## src/rtl/cachevictimbuf.sv

```systemverilog
// Dirty-victim writeback buffer: snapshots a dirty victim line on eviction and
// drains it to the bus as WORDLEN-wide beats under a req/ack handshake.
module cachevictimbuf #(
  parameter int NUMWAYS   = 4,
  parameter int LINELEN   = 256,
  parameter int WORDLEN   = 64,
  parameter int SETLEN    = 7,
  parameter int TAGLEN    = 20,
  parameter int OFFSETLEN = 5,
  parameter int PA_BITS   = TAGLEN + SETLEN + OFFSETLEN
) (
  input  logic                         clk,
  input  logic                         reset,
  input  logic                         Evict,
  input  logic [NUMWAYS-1:0]           VictimWay,
  input  logic [NUMWAYS-1:0]           DirtyWay,
  input  logic [NUMWAYS*TAGLEN-1:0]    TagWay,
  input  logic [NUMWAYS*LINELEN-1:0]   ReadDataLineWay,
  input  logic [SETLEN-1:0]            CacheSet,
  output logic                         EvictReady,
  output logic                         EvictDirty,
  output logic                         BusReq,
  output logic [PA_BITS-1:0]           BusAdr,
  output logic [WORDLEN-1:0]           BusWData,
  output logic                         BusLast,
  input  logic                         BusAck,
  input  logic [PA_BITS-1:0]           ProbeAdr,
  output logic                         ProbeHit
);

  localparam int NBEATS = LINELEN / WORDLEN;
  localparam int BEATW  = $clog2(NBEATS);
  localparam int BYTEW  = OFFSETLEN - BEATW;
  localparam logic [BEATW-1:0] LAST_BEAT = BEATW'(NBEATS - 1);

  typedef enum logic {IDLE, DRAIN} state_e;

  state_e                             state_q, state_d;
  logic [BEATW-1:0]                   beat_q, beat_d;
  logic [NBEATS-1:0][WORDLEN-1:0]     line_q;
  logic [TAGLEN-1:0]                  tag_q;
  logic [SETLEN-1:0]                  set_q;
  logic [LINELEN-1:0]                 sel_line;
  logic [TAGLEN-1:0]                  sel_tag;
  logic                               capture;
  logic                               unused_probe_ofs;

  // One-hot AND-OR victim mux; an all-zero VictimWay selects nothing.
  always_comb begin
    sel_line = '0;
    sel_tag  = '0;
    for (int i = 0; i < NUMWAYS; i++) begin
      sel_line = sel_line | (ReadDataLineWay[i*LINELEN +: LINELEN] & {LINELEN{VictimWay[i]}});
      sel_tag  = sel_tag  | (TagWay[i*TAGLEN +: TAGLEN] & {TAGLEN{VictimWay[i]}});
    end
  end

  assign EvictDirty = |(VictimWay & DirtyWay);

  always_comb begin
    state_d    = state_q;
    beat_d     = beat_q;
    capture    = 1'b0;
    EvictReady = 1'b0;
    BusReq     = 1'b0;
    case (state_q)
      IDLE: begin
        EvictReady = 1'b1;
        if (Evict && EvictDirty) begin
          capture = 1'b1;
          beat_d  = '0;
          state_d = DRAIN;
        end
      end
      DRAIN: begin
        BusReq = 1'b1;
        if (BusAck) begin
          if (BusLast) begin
            beat_d  = '0;
            state_d = IDLE;
          end else begin
            beat_d = beat_q + 1'b1;
          end
        end
      end
      default: state_d = IDLE;
    endcase
  end

  always_ff @(posedge clk) begin
    if (reset) begin
      state_q <= IDLE;
      beat_q  <= '0;
    end else begin
      state_q <= state_d;
      beat_q  <= beat_d;
    end
  end

  // Snapshot is private: later array writes cannot disturb an in-flight drain.
  always_ff @(posedge clk) begin
    if (reset) begin
      line_q <= '0;
      tag_q  <= '0;
      set_q  <= '0;
    end else if (capture) begin
      line_q <= sel_line;
      tag_q  <= sel_tag;
      set_q  <= CacheSet;
    end
  end

  assign BusLast  = (state_q == DRAIN) && (beat_q == LAST_BEAT);
  assign BusAdr   = {tag_q, set_q, beat_q, {BYTEW{1'b0}}};
  assign BusWData = line_q[beat_q];
  assign ProbeHit = (state_q == DRAIN) && (ProbeAdr[PA_BITS-1:OFFSETLEN] == {tag_q, set_q});

  assign unused_probe_ofs = ^ProbeAdr[OFFSETLEN-1:0];

  a_victim_onehot: assert property (@(posedge clk) disable iff (reset)
    Evict |-> $onehot0(VictimWay));

endmodule

```

## config.mk

```make
export PLATFORM = sky130hd
export DESIGN_NAME = cachevictimbuf
export DESIGN_NICKNAME = d
export VERILOG_FILES = /design/src/rtl/cachevictimbuf.sv
export SDC_FILE = /design/constraint.sdc
export NUM_CORES = 1
export LEC_CHECK = 0
export CORE_AREA = 5 5 489 491
export DETAILED_ROUTE_END_ITERATION = 8
export DIE_AREA = 0 0 494 496
export PLACE_DENSITY = 0.32
export SLEW_MARGIN = 30
export SYNTH_ARGS = -nofsm -noshare
export SYNTH_HDL_FRONTEND = slang
export SYNTH_SLANG_ARGS = --single-unit
```

## constraint.sdc

```tcl
create_clock -name clk -period 1.7 [get_ports clk]
set_input_delay 0.34 -clock clk [delete_from_list [all_inputs] [get_ports clk]]
set_output_delay 0.34 -clock clk [all_outputs]
set_load 0.005 [all_outputs]
```

# --- Yosys cells after proc, flatten, opt, wreduce, memory -nomap -nowiden ---
# Cells that the tools add are included.
totals:
  reg_bits: 286
  input_bits: 1155
  output_inout_bits: 101
  wordCells: 48
op_classes:
  addsub: 1
  order_cmp: 1
  n_eq_ne: 4
  n_mux: 13
  bitwise_logic: 16
  n_reduce_logical: 5
op_table:
  columns: ["cell", "count"]
  rows:
  - ["AND 256 bit", 4]
  - ["OR 256 bit", 3]
  - ["binary-select mux 64 bit (select 2 bit)", 1]
  - ["AND 20 bit", 4]
  - ["two-way mux 64 bit", 1]
  - ["OR 20 bit", 3]
  - ["equality test 27 bit", 1]
  - ["two-way mux 1 bit", 6]
  - ["two-way mux 2 bit", 3]
  - ["AND 4 bit", 1]
  - ["inequality test 2 bit, second input constant", 2]
  - ["one-hot mux 2 bit (2 select lines)", 1]
  - ["OR reduction 4 bit", 1]
  - ["logical AND 1 bit", 3]
  - ["< comparator 2 x 3 -> 1 bit, second input constant", 1]
  - ["adder 2 x 1 -> 2 bit, second input constant", 1]
  - ["equality test 2 bit, second input constant", 1]
  - ["one-hot mux 1 bit (2 select lines)", 1]
  - ["AND reduction 2 bit", 1]
  - ["inverter 1 bit", 1]

# --- Longest topological paths before layout ---
# Gate-level depths: netlist of run 1.
logic_depth:
  depth_word: 5
  depth_mapped: 8
  mapped_depth_nobuf: 4

# --- Worst setup path before layout of run 1 ---
# OpenSTA, ideal clock, no wires.
synth_path:
  path_kind: "register to output"
  start: "register beat_q[1]"
  end: "output BusWData[32]"
  arrival_ns: 1.491
  required_time_ns: 1.360
  path_slack_ns: -0.131
  stages_incl_launch_ff: 4
  path_buffers: 2
  cell_sequence: "dfxtp_1 buf_2 buf_2 mux4_2"
synth_via:
  elab_chain_cells: 2
synth_lines:
  columns: ["element", "line", "source"]
  rows:
  - ["start: declaration", "39", "logic [BEATW-1:0] beat_q, beat_d;"]
  - ["start signal: assignment", "96", "beat_q <= beat_d;"]
  - ["binary-select mux 64 bit (select 2 bit)", "115", "assign BusWData = line_q[beat_q];"]
  - ["two-way mux 64 bit (not written as such)", "115", null]
  - ["end: declaration", "24", "output logic [WORDLEN-1:0] BusWData,"]
# Every way passes these cells. The select of a mux whose other input is x is not followed.

# --- Worst setup path in the final report of run 1 ---
layout_path:
  start: "register beat_q[0]"
  end: "output BusWData[63]"
# Same word-level chain as after synthesis.

==> results of run 1 <==
## logic make-up (layout without fill, tap and decap cells)
| kind of cell | count (synthesis) | count (layout) | share of synthesized area (%) |
|---|---|---|---|
| mux | 64 | 64 | 8.76 |
| buf+inv | 238 | 1797 | 7.00 |
| xor+xnor | 27 | 27 | 1.44 |
| simple gates | 308 | 308 | 7.20 |
| compound gates | 842 | 842 | 40.7 |
| other cells | 1 | 32 | 0.0228 |
| fa+ha+maj | 1 | 1 | 0.0760 |
| flops | 286 | 286 | 34.8 |
## cell usage after synthesis
library cell / n
a31oi_1: 1
dfxtp_1: 286
a22oi_1: 552
nor3_1: 1
and2_1: 1
buf_4: 8
nor4_1: 5
nand2_1: 18
xor2_1: 15
mux4_2: 64
nand3_1: 2
a211o_1: 1
nor2_1: 277
nand4_1: 4
conb_1: 1
a21oi_1: 9
xnor2_1: 12
a311oi_2: 7
buf_2: 45
clkbuf_1: 157
a211oi_2: 1
a311oi_1: 269
buf_1: 3
buf_6: 23
inv_1: 2
ha_1: 1
a22oi_2: 2
## final timing paths
kind	slack [ns]	cells after the start	to	start
max	-0.93	5	BusWData[63]	beat_q[0]
min	0.25	3	set_q[5]	CacheSet[5]
max reg2reg	-0.30	10	line_q[250]	state_q
min reg2reg	0.49	2	line_q[89]	line_q[89]
## registers in the layout, summed over array words and instances, names as in the netlist
signal   flops
line_q     256
tag_q       20
set_q        7
beat_q       2
state_q      1
## metal layers
layer | GRT usage, % | wire, um
met4 | 2.49 | 4400
met1 | 18.2 | 82600
met5 | 0 | 852
met2 | 26.4 | 100000
met3 | 7.06 | 22600
## cell type report
| cell class | count | share of cell area, % |
|---|---|---|
| clock inverter | 8 | 0.299 |
| clock buffer | 66 | 3.06 |
| multi-input combinational | 1245 | 28.7 |
| timing repair buffer | 1721 | 44.8 |
| inverter | 2 | 0.0178 |
| sequential | 286 | 13.7 |
| tap | 3150 | 9.32 |
| antenna | 29 | 0.172 |
## tightest hold or removal path: stages
cell and delay (ns):
clkdlybuf4s50_1 0.42, nand2_2 0.06, a21oi_2 0.04
## stage by stage
stage / util (%) / area [um^2] / cells / TNS, ns
5_1_grt: 18.0 / 42200 / 6483 / -116.07
2_1_floorplan: - / 16500 / 1769 / -1.24
3_5_place_dp: 14.6 / 34100 / 6173 / -183.67
6_report: 18.0 / 42300 / 6507 / -93.08
4_1_cts: 15.8 / 37000 / 6327 / -123.85
3_3_place_gp: 14.6 / 34100 / 6173 / -184.30
## cell usage in the layout, fill, tap and decap left out, drive strengths merged
cell / Yosys / final
a211o: 1 / 1
a211oi: 1 / 1
a21oi: 9 / 9
a22oi: 554 / 554
a311oi: 276 / 276
a31oi: 1 / 1
and2: 1 / 1
buf: 79 / 533
bufinv: 0 / 3
clkbuf: 157 / 108
clkdlybuf4s15: 0 / 1
clkdlybuf4s50: 0 / 1143
clkinv: 0 / 3
conb: 1 / 3
dfxtp: 286 / 286
diode: 0 / 29
dlygate4sd2: 0 / 1
dlygate4sd3: 0 / 1
ha: 1 / 1
inv: 2 / 4
mux4: 64 / 64
nand2: 18 / 18
nand3: 2 / 2
nand4: 4 / 4
nor2: 277 / 277
nor3: 1 / 1
nor4: 5 / 5
xnor2: 12 / 12
xor2: 15 / 15
## power groups by stage
stage	logic (mW)	clock network, mW	registers, mW
floorplan	2.76	0	7.77
global placement	8.19	0	8.03
detailed placement	8.21	0	8.04
CTS	8.75	10.1	7.91
global route	11.7	10.2	8.18
finish	11.1	9.63	8.11
## timing repair
action,4_1_cts,5_1_grt
cloned,14,50
setup buffers,70,117
hold buffers,1,0
setup endpoints to repair,381,355
gates resized for setup,604,789
pin swaps,18,271
hold endpoints to repair,1,0
==> flow_metrics.tcl, run 1 <==
set metrics [dict create \
    seqPwrFrac_pct 28.1 \
    numClockSinks 286 \
    vias_per_cell 3.74 \
    relSlewSlack_pct 55.2 \
    ant_nets 0 \
    p_int_mw 19.4 \
    drive_gt1_share_pct 35.1 \
    cts_tree "built" \
    clock.fmax_ghz 0.380 \
    initial_core_util_pct 7.03 \
    globalplace.congestion 0.851 \
    clockBufferDepth 3 \
    fin_nets 4456 \
    violations "setup timing" \
    finalPower_mw 28.9 \
    period_share_pct 155 \
    pwr_density_cell_nw_per_um2 683 \
    cpMostUsedCell "buf_12" \
    portBuffers 1247 \
    crit_chain "buf_12 > buf_12 > buf_12 > mux4_2 > buf_6" \
    clock_skew_ns 0.0193 \
    syn-instance-count 1767 \
    cts_buffers 44 \
    vias 24300 \
    power_frac_comb_pct 38.6 \
    status "finished with violations" \
    cts-root-buf "clkbuf_16" \
    switching_power_mw 9.44 \
    synth_seq_area_share_pct 34.8 \
    dr.pass1.iters 7 \
    cp.arrival_ns 2.29 \
    critPathTopFamily "multiplexers" \
    dieArea_um2 245000 \
    wl_per_cell_um 32.4 \
    syn_area_per_cell_um2 9.31 \
    netlist-cell-type-count 27 \
    rows 178 \
    dp_hpwl_um 167000 \
    grt_pass1_vias 24000 \
    track_usage_pct 15.5 \
    num-fill-cells 26200 \
    cp-end-kind "output port" \
    drv_slew 0 \
    synth_area_um2 16500 \
    cts_max_level 2 \
    grt.overflow.total 0 \
    drt-initial-drc-count 1701 \
    antenna_found_initial 183 \
    clk_latency_ns 0.64 \
    rsz0062_at_grt "yes" \
    cts.clk_slew.worst_paths_ns 0.06 \
    area_delta_synth_final_pct 157 \
    max_stage_delay_ns 0.61 \
    worstMarginPinSlew_ns 0.672 \
    leakage_nw 14.7 \
    die_h_um 496 \
    fin_crit_ns 2.63 \
    clockPowerShare_pct 33.4 \
    ys_warn_count 0 \
    grt_pass1_wl_um 251000 \
    setup_ws_ns -0.933 \
    crit_slowest_cell "mux4_2" \
    seq_area_um2 5790 \
    p_sw_share_pct 32.7 \
    timing_hold_violations_final 0 \
    max-cap-violations 0 \
    irDropWorstVdd_uv 643 \
    yosysTopAreaCellShare_pct 34.8 \
    hp-class "in -> reg" \
    drc 0 \
    synth-seq-cells 286 \
    timing.hold.ws_ns 0.247 \
    multi_input_area_um2 12100 \
    setup_viol 329 \
    start_kind "flip-flop" \
    pin_count 1256 \
    path_class "reg -> out" \
    path_buf_inv 4 \
    fp.coreArea_um2 234000 \
    synth_area_leaders "dfxtp_1 (35%), a22oi_1 (25%), a311oi_1 (14%), mux4_2 (8.8%), nor2_1 (6.3%)" \
    synth_largest_area_cell "dfxtp_1" \
    crit_required_ns 1.36 \
    path_max_fanout 4 \
    wl_um 211000 \
    post-place-ws_ns -1.13 \
    die_x_um 494 \
    grt_max_degree 71 \
]
No activity file was read; power rests on OpenSTA's default activity.
==> run 2: changes to the inputs <==
Settings changed: ABC_CLOCK_PERIOD_IN_PS from default to 2800, CORE_AREA 5 5 489 491 to 5 5 488 490, DIE_AREA 0 0 494 496 to 0 0 493 495, PLACE_DENSITY 0.32 to 0.31.
Clock period 1.7 ns to 2.8 ns, I/O delays scaled along.
==> run 2 against run 1 <==
Effect of this change:
- the flow still finishes with violations (setup timing)
- hold slack gained 0.077 ns
- die area decreased by 0.40%
- worst setup slack improved by 0.81 ns
- sequential power is 41% lower
- cell count decreased by 6.0%
- clock skew is 0.0016 ns lower
- critical endpoint is now ProbeHit
- first-iteration DRC count down 15%
- combinational power down 57%
- utilization down 2.9 points
- critical path type unchanged
==> flow_metrics.tcl, run 2 (synthesized netlist as in run 1, its figures left out) <==
set metrics [dict create \
    hp-class "in -> reg" \
    irDropWorstVdd_uv 405 \
    worstMarginPinSlew_ns 0.962 \
    fp.coreArea_um2 234000 \
    grt_max_degree 103 \
    layout_common_cells "clkdlybuf4s50_1 (1,174), a22oi_1 (552), dfxtp_1 (281), nor2_1 (277), a311oi_1 (269)" \
    cts-root-buf "clkbuf_16" \
    multi_input_area_um2 9660 \
    cp.arrival_ns 2.36 \
    clockBufferDepth 3 \
    drv_slew 0 \
    pin_count 1256 \
    path_class "reg -> out" \
    leakage_nw 11.9 \
    relSlewSlack_pct 35.9 \
    crit_required_ns 2.24 \
    clk_latency_ns 0.64 \
    drive_gt1_share_pct 12.8 \
    numClockSinks 286 \
    top_regs "line_q (256), tag_q (20), set_q (7)" \
    dr.pass1.iters 7 \
    timing.hold.ws_ns 0.323 \
    setup_ws_ns -0.122 \
    initial_core_util_pct 7.05 \
    largest_register "line_q" \
    dieArea_um2 244000 \
    grt_pass1_vias 23500 \
    die_h_um 495 \
    fin_nets 4153 \
    antenna_found_initial 190 \
    vias 22400 \
    cts_buffers 44 \
    die_x_um 493 \
    layout_commonest_cell "clkdlybuf4s50_1" \
    setup_viol 1 \
    seq_area_um2 5740 \
    grt.overflow.total 0 \
    tns_ns -0.122 \
    largest_reg_flops 256 \
    ctsHoldBuffers 0 \
    dp_hpwl_um 162000 \
    drt-initial-drc-count 1451 \
    timing_hold_violations_final 0 \
    fin_crit_ns 2.92 \
    pwr_density_cell_nw_per_um2 444 \
    vias_per_cell 3.65 \
    area_delta_synth_final_pct 115 \
    clock_skew_ns 0.0177 \
    max-cap-violations 0 \
    drc 0 \
    start_kind "flip-flop" \
    ant_nets 0 \
    cts_tree "built" \
    violations "setup timing" \
    rsz0062_at_grt "yes" \
    wl_per_cell_um 32.2 \
    num-fill-cells 26400 \
    grt_pass1_wl_um 249000 \
    globalplace.congestion 0.867 \
    clock.fmax_ghz 0.342 \
    portBuffers 1247 \
    cp-end-kind "output port" \
    cts.clk_slew.worst_paths_ns 0.06 \
    cts_max_level 2 \
    post-place-ws_ns -0.809 \
    path_max_fanout 2 \
    track_usage_pct 15.4 \
    period_share_pct 104 \
    wl_um 197000 \
    rows 178 \
    status "finished with violations" \
]
-- run 2: cell types whose count changed in the layout (fill, tap and decap cells not counted), moves of 41 or more --
cell       change
nor2_1       +240
a311oi_1     +164
a311oi_2     -164
nor2_4       -155
buf_6        -140
buf_4         -97
nor2_2        -85
buf_12        -44
clkbuf_16     -41
-- run 2: area by class of cell --
class | instances | share of cell area (%)
clock buffers | 65 | 3.71
diodes | 27 | 0.191
inverters | 2 | 0.0212
multi-input cells | 1245 | 27.3
flip-flops and latches | 286 | 16.3
clock inverters | 16 | 0.549
well taps | 3060 | 10.8
repair buffers | 1418 | 41.1
-- run 2: per-layer routing --
layer | up-vias | wire length, um | GRT usage (%) | share of wire (%)
met4 | 156 | 3590 | 2.42 | 1.8
met2 | 1282 | 91000 | 25.6 | 46
met3 | 342 | 23700 | 7.58 | 12
met1 | 10800 | 77400 | 18.1 | 39
met5 | - | 1050 | 0 | 0.54
li1 | 9815 | - | - | -
-- run 2: metrics by stage --
stage / cell area, um^2 / util (%) / std cells / power (mW)
after floorplan: 16500 / - / 1769 / 6.40
after global placement: 32900 / 14.1 / 5951 / 9.66
after detailed placement: 32900 / 14.1 / 5951 / 9.69
after CTS: 35100 / 15.0 / 6084 / 16.1
after global routing: 35300 / 15.1 / 6094 / 16.5
final: 35300 / 15.1 / 6119 / 15.7
-- run 2: worst paths after layout --
check         startpoint          end  slack, ns  cells past startpoint
max             tag_q[7]     ProbeHit      -0.12                      6
min                reset     tag_q[7]       0.32                      2
max reg2reg      state_q  line_q[185]       0.88                      6
min reg2reg  line_q[210]  line_q[210]       0.49                      2
-- run 2: worst max-delay path: stages (launching register included) --
cell and delay (ns):
dfxtp_4 0.37, xor2_1 0.19, nor4_4 0.47, buf_4 0.22, nand4_1 0.10, nor4_2 0.18
buf_2 0.17
-- run 2: timing repair --
action                                  in CTS  in global routing
pin swaps                                    3                  3
gates resized for setup                    293                 61
gates cloned                                 8                  0
buffers inserted                            44                 13
endpoints found under the hold margin        0                  0
endpoints found under the setup margin      66                 34
-- run 2: where the power goes --
| part | switching (mW) | internal, mW | total [mW] |
|---|---|---|---|
| clock | 2.47 | 3.60 | 6.08 |
| sequential | 0.329 | 4.48 | 4.81 |
| combinational | 2.15 | 2.65 | 4.81 |
